--- src/rtl/if_stage_pkg.sv ---
// Shared constants for the instruction-fetch stage: default widths, the
// canonical NOP encoding and the default reset vector.
package if_stage_pkg;

    localparam int unsigned IF_ADDR_WIDTH = 32;
    localparam int unsigned IF_DATA_WIDTH = 32;

    localparam logic [31:0] NOP_INSN     = 32'h0000_0013;
    localparam logic [31:0] ZERO_WORD    = 32'h0000_0000;
    localparam logic [31:0] IF_RESET_PC  = 32'h0000_0000;

endpackage

--- src/rtl/fetch_fifo.sv ---
// Synchronous prefetch FIFO holding {address, instruction} pairs.
// clear outranks push/pop; an empty-FIFO push is poppable only next cycle.
module fetch_fifo #(
    parameter int unsigned WIDTH = 64,
    parameter int unsigned DEPTH = 4
) (
    input  logic                       clk_i,
    input  logic                       rst_i,
    input  logic                       push_i,
    input  logic                       pop_i,
    input  logic                       clear_i,
    input  logic [WIDTH-1:0]           wdata_i,
    output logic [WIDTH-1:0]           rdata_o,
    output logic                       full_o,
    output logic                       empty_o,
    output logic [$clog2(DEPTH):0]     count_o
);

    localparam int unsigned AW = $clog2(DEPTH);

    logic [WIDTH-1:0] r_mem [DEPTH];
    logic [AW:0]      r_wptr;
    logic [AW:0]      r_rptr;
    logic [AW:0]      w_count;
    logic             w_push;
    logic             w_pop;

    // Pointers carry one extra wrap bit so full and empty are distinguishable.
    assign w_count = r_wptr - r_rptr;
    assign full_o  = (w_count == (AW + 1)'(DEPTH));
    assign empty_o = (w_count == '0);
    assign count_o = w_count;
    assign rdata_o = r_mem[r_rptr[AW-1:0]];

    assign w_push = push_i && !full_o;
    assign w_pop  = pop_i && !empty_o;

    always_ff @(posedge clk_i) begin
        if (rst_i || clear_i) begin
            r_wptr <= '0;
            r_rptr <= '0;
        end else begin
            if (w_push) begin
                r_wptr <= r_wptr + 1'b1;
            end
            if (w_pop) begin
                r_rptr <= r_rptr + 1'b1;
            end
        end
    end

    always_ff @(posedge clk_i) begin
        if (w_push && !clear_i && !rst_i) begin
            r_mem[r_wptr[AW-1:0]] <= wdata_i;
        end
    end

endmodule

--- src/rtl/if_stage.sv ---
// RV32 instruction-fetch stage: owns the PC, issues credit-limited requests
// to instruction memory, discards wrong-path responses and feeds decode.
module if_stage
    import if_stage_pkg::*;
#(
    parameter int unsigned           ADDR_WIDTH      = IF_ADDR_WIDTH,
    parameter int unsigned           DATA_WIDTH      = IF_DATA_WIDTH,
    parameter logic [ADDR_WIDTH-1:0] RESET_PC        = ADDR_WIDTH'(IF_RESET_PC),
    parameter int unsigned           FIFO_DEPTH      = 4,
    parameter int unsigned           MAX_OUTSTANDING = 2
) (
    input  logic                  clk_i,
    input  logic                  rst_i,
    input  logic                  stall_i,
    input  logic                  jump_i,
    input  logic [ADDR_WIDTH-1:0] jump_addr_i,
    output logic                  imem_req_o,
    output logic [ADDR_WIDTH-1:0] imem_addr_o,
    input  logic                  imem_gnt_i,
    input  logic                  imem_rvalid_i,
    input  logic [DATA_WIDTH-1:0] imem_rdata_i,
    output logic [DATA_WIDTH-1:0] inst_o,
    output logic [ADDR_WIDTH-1:0] inst_addr_o
);

    localparam int unsigned CW  = $clog2(MAX_OUTSTANDING + FIFO_DEPTH + 1);
    localparam int unsigned FCW = $clog2(FIFO_DEPTH) + 1;
    localparam int unsigned EW  = ADDR_WIDTH + DATA_WIDTH;

    localparam logic [DATA_WIDTH-1:0] NOP_W   = DATA_WIDTH'(NOP_INSN);
    localparam logic [ADDR_WIDTH-1:0] ZERO_A  = ADDR_WIDTH'(ZERO_WORD);
    localparam logic [ADDR_WIDTH-1:0] PC_STEP = ADDR_WIDTH'(4);

    logic [ADDR_WIDTH-1:0] r_pc;
    logic [ADDR_WIDTH-1:0] r_resp_pc;
    logic [CW-1:0]         r_cnt;
    logic [CW-1:0]         r_discard;
    logic [DATA_WIDTH-1:0] r_inst;
    logic [ADDR_WIDTH-1:0] r_inst_addr;

    logic [CW-1:0]         w_live;
    logic [FCW-1:0]        w_fifo_count;
    logic                  w_fifo_full;
    logic                  w_fifo_empty;
    logic                  w_req;
    logic                  w_fire;
    logic                  w_accept;
    logic                  w_drop;
    logic                  w_pop;
    logic [ADDR_WIDTH-1:0] w_jump_target;
    logic [EW-1:0]         w_push_data;
    logic [EW-1:0]         w_head;

    assign w_jump_target = {jump_addr_i[ADDR_WIDTH-1:2], 2'b00};
    assign w_live        = r_cnt - r_discard;

    // Credits count in-flight live words plus buffered words, so an accepted
    // response always finds a free FIFO slot; pops this cycle earn nothing.
    assign w_req = !rst_i && !jump_i
                && (r_cnt < CW'(MAX_OUTSTANDING))
                && ((w_live + CW'(w_fifo_count)) < CW'(FIFO_DEPTH));

    assign w_fire   = w_req && imem_gnt_i;
    assign w_accept = imem_rvalid_i && (r_discard == '0) && !jump_i;
    assign w_drop   = imem_rvalid_i && (r_discard != '0);
    assign w_pop    = !rst_i && !jump_i && !stall_i && !w_fifo_empty;

    assign w_push_data = {r_resp_pc, imem_rdata_i};

    assign imem_req_o  = w_req;
    assign imem_addr_o = r_pc;
    assign inst_o      = r_inst;
    assign inst_addr_o = r_inst_addr;

    fetch_fifo #(
        .WIDTH (EW),
        .DEPTH (FIFO_DEPTH)
    ) u_fifo (
        .clk_i   (clk_i),
        .rst_i   (rst_i),
        .push_i  (w_accept),
        .pop_i   (w_pop),
        .clear_i (jump_i),
        .wdata_i (w_push_data),
        .rdata_o (w_head),
        .full_o  (w_fifo_full),
        .empty_o (w_fifo_empty),
        .count_o (w_fifo_count)
    );

    always_ff @(posedge clk_i) begin
        if (rst_i) begin
            r_pc      <= RESET_PC;
            r_resp_pc <= RESET_PC;
        end else if (jump_i) begin
            r_pc      <= w_jump_target;
            r_resp_pc <= w_jump_target;
        end else begin
            if (w_fire) begin
                r_pc <= r_pc + PC_STEP;
            end
            if (w_accept) begin
                r_resp_pc <= r_resp_pc + PC_STEP;
            end
        end
    end

    // Everything still in flight at a redirect belongs to the old path.
    always_ff @(posedge clk_i) begin
        if (rst_i) begin
            r_cnt     <= '0;
            r_discard <= '0;
        end else begin
            r_cnt <= r_cnt + CW'(w_fire) - CW'(imem_rvalid_i);
            if (jump_i) begin
                r_discard <= r_cnt - CW'(imem_rvalid_i);
            end else if (w_drop) begin
                r_discard <= r_discard - 1'b1;
            end
        end
    end

    always_ff @(posedge clk_i) begin
        if (rst_i || jump_i) begin
            r_inst      <= NOP_W;
            r_inst_addr <= ZERO_A;
        end else if (!stall_i) begin
            if (w_pop) begin
                r_inst      <= w_head[DATA_WIDTH-1:0];
                r_inst_addr <= w_head[EW-1:DATA_WIDTH];
            end else begin
                r_inst      <= NOP_W;
                r_inst_addr <= ZERO_A;
            end
        end
    end

    always_ff @(posedge clk_i) begin
        if (!rst_i) begin
            assert (!(w_accept && w_fifo_full));
            assert (r_cnt <= CW'(MAX_OUTSTANDING));
            assert (r_discard <= r_cnt);
            assert (!(imem_rvalid_i && (r_cnt == '0)));
        end
    end

endmodule

--- config.mk ---
export PLATFORM = sky130hd
export DESIGN_NAME = if_stage
export DESIGN_NICKNAME = d
export VERILOG_FILES = /design/src/rtl/if_stage_pkg.sv /design/src/rtl/fetch_fifo.sv /design/src/rtl/if_stage.sv
export SDC_FILE = /design/constraint.sdc
export NUM_CORES = 1
export LEC_CHECK = 0
export BUFFER_PORTS_ARGS = -buffer_cell sky130_fd_sc_hd__clkbuf_2
export CORE_ASPECT_RATIO = 0.9
export CORE_UTILIZATION = 39
export CTS_CLUSTER_SIZE = 12
export DETAILED_ROUTE_END_ITERATION = 8
export GPL_TIMING_DRIVEN = 1
export PLACE_DENSITY = 0.57
export SYNTH_ARGS = -nofsm -noshare
export SYNTH_HDL_FRONTEND = slang
export SYNTH_HIERARCHICAL = 1
export SYNTH_SLANG_ARGS = --single-unit
export TNS_END_PERCENT = 10
--- constraint.sdc ---
create_clock -name clk_i -period 5.7 [get_ports clk_i]
set_input_delay 1.14 -clock clk_i [delete_from_list [all_inputs] [get_ports clk_i]]
set_output_delay 1.14 -clock clk_i [all_outputs]
set_load 0.01 [all_outputs]
After elaboration in Yosys (flattened, before gate mapping)
Memories as Yosys holds them, arrays and structs flattened. A register that Yosys moved wholly into a read port is not among the register bits.
Index checks and enable logic that the tools add are counted.
{"block": "classes", "addsub": 11, "mul": 0, "div": 0, "n_lt_le_gt_ge": 2, "eq_ne": 1, "shifts": 0, "n_mux": 12, "bitwise": 0, "n_reduce_logical": 26}
{"op": "32-bit 2-to-1 mux", "n": 6}
{"op": "32-bit by 3-bit adder with 32-bit output (second input constant)", "n": 2}
{"op": "1-bit logical AND", "n": 13}
{"op": "3-bit by 1-bit adder with 3-bit output (second input constant)", "n": 2}
{"op": "3-bit zero test", "n": 2}
{"op": "3-bit 2-to-1 mux", "n": 2}
{"op": "2-bit nonzero test", "n": 3}
{"op": "3-bit by 1-bit subtractor with 3-bit output", "n": 2}
{"op": "3-bit subtractor", "n": 2}
{"op": "1-bit zero test", "n": 5}
{"op": "2-bit 2-to-1 mux", "n": 2}
{"op": "3-bit by 1-bit adder with 3-bit output", "n": 1}
{"op": "3-bit adder", "n": 1}
{"op": "3-bit equality test (second input constant)", "n": 1}
{"op": "3-bit by 2-bit less-than comparator with 1-bit output (second input constant)", "n": 1}
{"op": "3-bit less-than comparator (second input constant)", "n": 1}
{"op": "3-bit nonzero test", "n": 1}
{"op": "3-bit by 1-bit subtractor with 3-bit output (second input constant)", "n": 1}
{"op": "1-bit 2-to-1 mux", "n": 2}
{"op": "2-bit OR reduction", "n": 1}
{"op": "1-bit logical OR", "n": 1}
{"block": "word_totals", "reg_bits": 140, "latch_bits": 0, "ram_bits": 256, "romBits": 0, "input_bits": 70, "out_inout_bits": 97, "word_cells": 63, "n_memories": 1}
{"memory": "u_fifo.r_mem", "words": 4, "width": 64, "rd": 1, "rd_ports_with_merged_regs": 1, "write_ports": 1, "line_no": "fetch_fifo.sv:21", "text": "logic [WIDTH-1:0] r_mem [DEPTH];"}

Logic depth before layout (Yosys ltp)
{"block": "logic_depth", "ltp_word": 8, "mapped_depth": 20, "ltp_nobuf": 18}

Cells and area by module
The synthesis kept the hierarchy.
{"module": "fetch_fifo", "n_inst": 1, "cells_each": 390, "area_per_inst_um2": 9730.6, "seq_area_each_um2": 7847.5}
{"module": "if_stage", "n_inst": 1, "cells_each": 713, "area_per_inst_um2": 6143.4, "seq_area_each_um2": 2602.5}

Worst setup path before layout
Ideal clock, no wire load.
{"block": "synth_timing", "kind": "reg2reg", "startpoint": "register u_fifo.r_wptr[0]", "endpoint": "register r_cnt[1]", "setup_ns": 0.128, "t_arrival_ns": 4.150, "slack_ns": 1.422, "path_stages_with_launch": 20, "n_path_buf": 2, "synth_period_minus_slack_ns": 4.278, "cell_sequence": "dfxtp_1 > inv_1 > ha_1 > fa_1 > inv_1 > inv_1 > fa_1 > inv_1 > ha_1 > and3b_1 > o2111a_1 > mux2_2 > inv_2 > buf_2 > buf_2 > ha_1 > inv_1 > ha_1 > fa_1 > nor2b_1"}
{"block": "synth_via", "elab_chain_cells": 7}
{"element": "start: declaration", "line_no": "fetch_fifo.sv:22", "text": "logic [AW:0] r_wptr;"}
{"element": "start signal: assignment", "line_no": "fetch_fifo.sv:44", "text": "r_wptr <= r_wptr + 1'b1;"}
{"element": "3-bit subtractor", "line_no": "fetch_fifo.sv:29", "text": "assign w_count = r_wptr - r_rptr;"}
{"element": "named net w_fifo_count[1]", "line_no": "if_stage.sv:42", "text": "logic [FCW-1:0] w_fifo_count;"}
{"element": "3-bit adder", "line_no": "if_stage.sv:61", "text": "&& ((w_live + CW'(w_fifo_count)) < CW'(FIFO_DEPTH));"}
{"element": "3-bit less-than comparator", "line_no": "if_stage.sv:61"}
{"element": "1-bit logical AND", "line_no": "if_stage.sv:61"}
{"element": "1-bit logical AND", "line_no": "if_stage.sv:63", "text": "assign w_fire = w_req && imem_gnt_i;"}
{"element": "3-bit by 1-bit adder with 3-bit output", "line_no": "if_stage.sv:114", "text": "r_cnt <= r_cnt + CW'(w_fire) - CW'(imem_rvalid_i);"}
{"element": "3-bit by 1-bit subtractor with 3-bit output", "line_no": "if_stage.sv:114"}
{"element": "end signal: assignment", "line_no": "if_stage.sv:114"}
{"element": "end: declaration", "line_no": "if_stage.sv:36", "text": "logic [CW-1:0] r_cnt;"}
The timed path passes the listed nets, and every way through them passes these cells.
A chain may end at the register's enable or synchronous reset.

Worst setup path in the final report
{"block": "layout_timing", "startpoint": "register u_fifo.r_wptr[0]", "endpoint": "output port imem_req_o"}
{"block": "layout_via", "elab_chain_cells": 4}
{"element": "3-bit subtractor", "line_no": "fetch_fifo.sv:29"}
{"element": "named net w_fifo_count[1]", "line_no": "if_stage.sv:42"}
{"element": "3-bit adder", "line_no": "if_stage.sv:61"}
{"element": "3-bit less-than comparator", "line_no": "if_stage.sv:61"}
{"element": "1-bit logical AND", "line_no": "if_stage.sv:61"}
{"element": "end: declaration", "line_no": "if_stage.sv:17", "text": "output logic imem_req_o,"}
The timed path passes the listed nets, and every way through them passes these cells.

==> summary.txt <==
Setup path
  – CP cell instances: inv_1 -> ha_1 -> fa_1 -> inv_1 -> inv_1 -> fa_1 -> inv_1 -> ha_1 -> and3b_1 -> nor2_1 -> xnor2_1 -> and3_1 -> clkbuf_2
  – CP Capture Type: output port
  – Crit-path slowest cell: fa_1
  – Crit Path Class: reg2out
  – FF-to-FF Start: u_fifo/r_wptr[0]
  – R2R depth: 17
  – Crit-path max cell delay: 0.56 ns
  – Setup slack, reg-to-reg: 1.12 ns
  – CP startpoint kind: flop
  – Worst EP arrival: 3.57 ns
  – Worst Path Max Fanout: 5
  – Worst endpoint required time: 4.56 ns
  – Reg2reg end: r_cnt[1]
  – Most common cell on crit path: inv_1

Global route
  – Total GRT Usage: 17.86%
  – Largest net degree at the start of global routing: 81
  – Remaining Overflow, GRT: 0
  – Initial antenna violation count: 0
  – Number of global-route vias before repair: 9761
  – First-pass GRT wire length: 57640 microns

Status
  – Outcome: finished clean

Power and ir drop
  – LEAKAGE: approximately 6.3 nW
  – VDD IR max: 0.1788 mV
  – Power Density: roughly 330 nW/um^2

Clocking
  – Clk Latency, worst-skew pair: 0.57 ns
  – Hold_buf cts: 0
  – H-tree Lvls: 2
  – Clk pin slew, worst setup/hold paths: approximately 0.060 ns
  – Clock Tree Buf Depth: 3
  – Setup Buffers After CTS: 0
  – CTS tree: built
  – # clock sinks: 394
  – Post-CTS sizing: 0
  – Root Buffer: clkbuf_16
  – Total CTS buffers: 43

Floorplan
  – Chip height: 193.4 microns
  – # rows: 69
  – Initial Utilization: 39.88%
  – Core area: 39800 sq um
  – Die width: between 200 and 250 microns
  – Die area: 41500 sq um
  – IO Pins: 167

STA
  – Setup violations, final: 0
  – Worst slew pin tran: between 1 and 1.5 ns
  – Crit share post-route: between 80 and 90%
  – WHS: 0.4899 ns
  – Max Slew Vio Count: 0
  – Final hold violations: 0
  – Sum Neg Setup Slack: 0 ns
  – Clock Skew: 0.02355 ns
  – Max-slew headroom: roughly 22%
  – Crit path time final: 4.706 ns
  – Fmax achieved: approximately 0.21 GHz
  – RSZ-0062 raised after global routing: no

Detailed routing
  – Avg WL per Cell: 20.17 microns
  – TritonRoute pass-1 iters: 8
  – Routed Antenna Nets: 0
  – Via density: 5.352
  – Vias: between 9000 and 10000
  – Iteration-0 DRC Markers: roughly 630
  – DRC: 0
  – Total detailed-routing wirelength: about 37000 microns

Final layout
  – Final Non-Filler Cells: 1832
  – Ant diodes: 0
  – Final instance area: 18620 sq um
  – Layout cells sized above 1: 24.92%
  – Layout fillers: 3530
  – Final #Nets: between 1000 and 1500
  – P&R area growth vs syn: 17.34%

Yosys
  – Syn_area_per_cell: 14.40 sq um
  – YS warnings: 6
  – Mapped Area: 15870 sq um
  – Syn Inst Count: 1102

Min path
  – Hold path depth: 2
  – Hold path endpoint: inst_o[1]
  – Hold path start: inst_o[1]
  – Hold crit path type: reg2reg

Placement
  – Post-DP HPWL: 22300 microns
  – # port buffers: 162
  – Post-Place Cells: 1753
  – Final GP Congestion: 0.7769
  – Placed Area: 17270 sq um

Job
  – Max Cap Viol: 0
[through the flow]
step,utilization (%),setup slack (ns),power [W]
2_1_floorplan,-,1.422,0.003479
6_report,46.79,0.9944,0.006235
3_3_place_gp,43.40,1.156,0.003621
4_1_cts,46.79,0.9787,0.006314
3_5_place_dp,43.40,1.109,0.003630
5_1_grt,46.79,0.7856,0.006472
[worst max-delay path by stage]
stage / startpoint / endpoint / slack [ns] / cells after the start
2_1_floorplan: u_fifo/r_wptr[0] / r_cnt[1] / 1.42 / 19
4_1_cts: u_fifo/r_wptr[0] / imem_req_o / 0.98 / 13
3_3_place_gp: u_fifo/r_wptr[0] / r_cnt[1] / 1.16 / 17
6_report: u_fifo/r_wptr[0] / imem_req_o / 0.99 / 13
5_1_grt: u_fifo/r_wptr[0] / imem_req_o / 0.79 / 13
3_5_place_dp: u_fifo/r_wptr[0] / r_cnt[1] / 1.11 / 17
[registers in the layout, indices dropped and copies added, names as in the netlist, named ones only]
name	cells
inst_o	32
r_resp_pc	30
u_fifo/r_wptr	3
u_fifo/r_mem	256
r_discard	3
r_cnt	3
u_fifo/r_rptr	3
imem_addr_o	30
inst_addr_o	32
[worst max-delay path: cells and delay by family, from the launching register on]
| kind | cells | cell delay, ns |
|---|---|---|
| fa+ha+maj | 4 | 1.53 |
| simple gates | 3 | 0.53 |
| buf+inv | 5 | 0.45 |
| flops | 1 | 0.38 |
| xor+xnor | 1 | 0.12 |
[power by group]
group | switching, W | internal (W) | total (W) | leakage (nW)
registers | 0.0000710 | 0.00309 | 0.00317 | 3.45
logic | 0.000237 | 0.000166 | 0.000402 | 2.17
clock network | 0.00114 | 0.00153 | 0.00267 | 0.646
[cell type report]
type	count	area (sq um)	area share, %
Clock buffer	63	1171	6.289
Clock inverter	16	178.9	0.9608
Inverter	29	108.9	0.5845
Multi-Input combinational cell	623	5085	27.30
Sequential cell	394	10460	56.14
Tap cell	532	665.6	3.574
Timing Repair Buffer	175	958.4	5.146
[layout by cell type, fill, tap and decap left out, types with 18 or more instances in the layout]
cell       count
mux2i_1       19
nand2_1       60
nand4_1       22
edfxtp_1     256
o22ai_1       18
clkbuf_16     43
a22oi_1       65
clkbuf_1      18
mux4_2        64
inv_1         27
dfxtp_1      136
nor2_1       102
nand3_1       25
clkbuf_2     162
[per-layer routing]
metal  global-route usage, %  vias up  share of wire (%)
li1                        -     4602                  -
met1                   25.48     4902                 47
met2                   27.67      242                 46
met3                   3.522       58                4.9
met4                   5.132        0                2.2
met5                       0        -                  0
(Power assumes the default switching activity.)
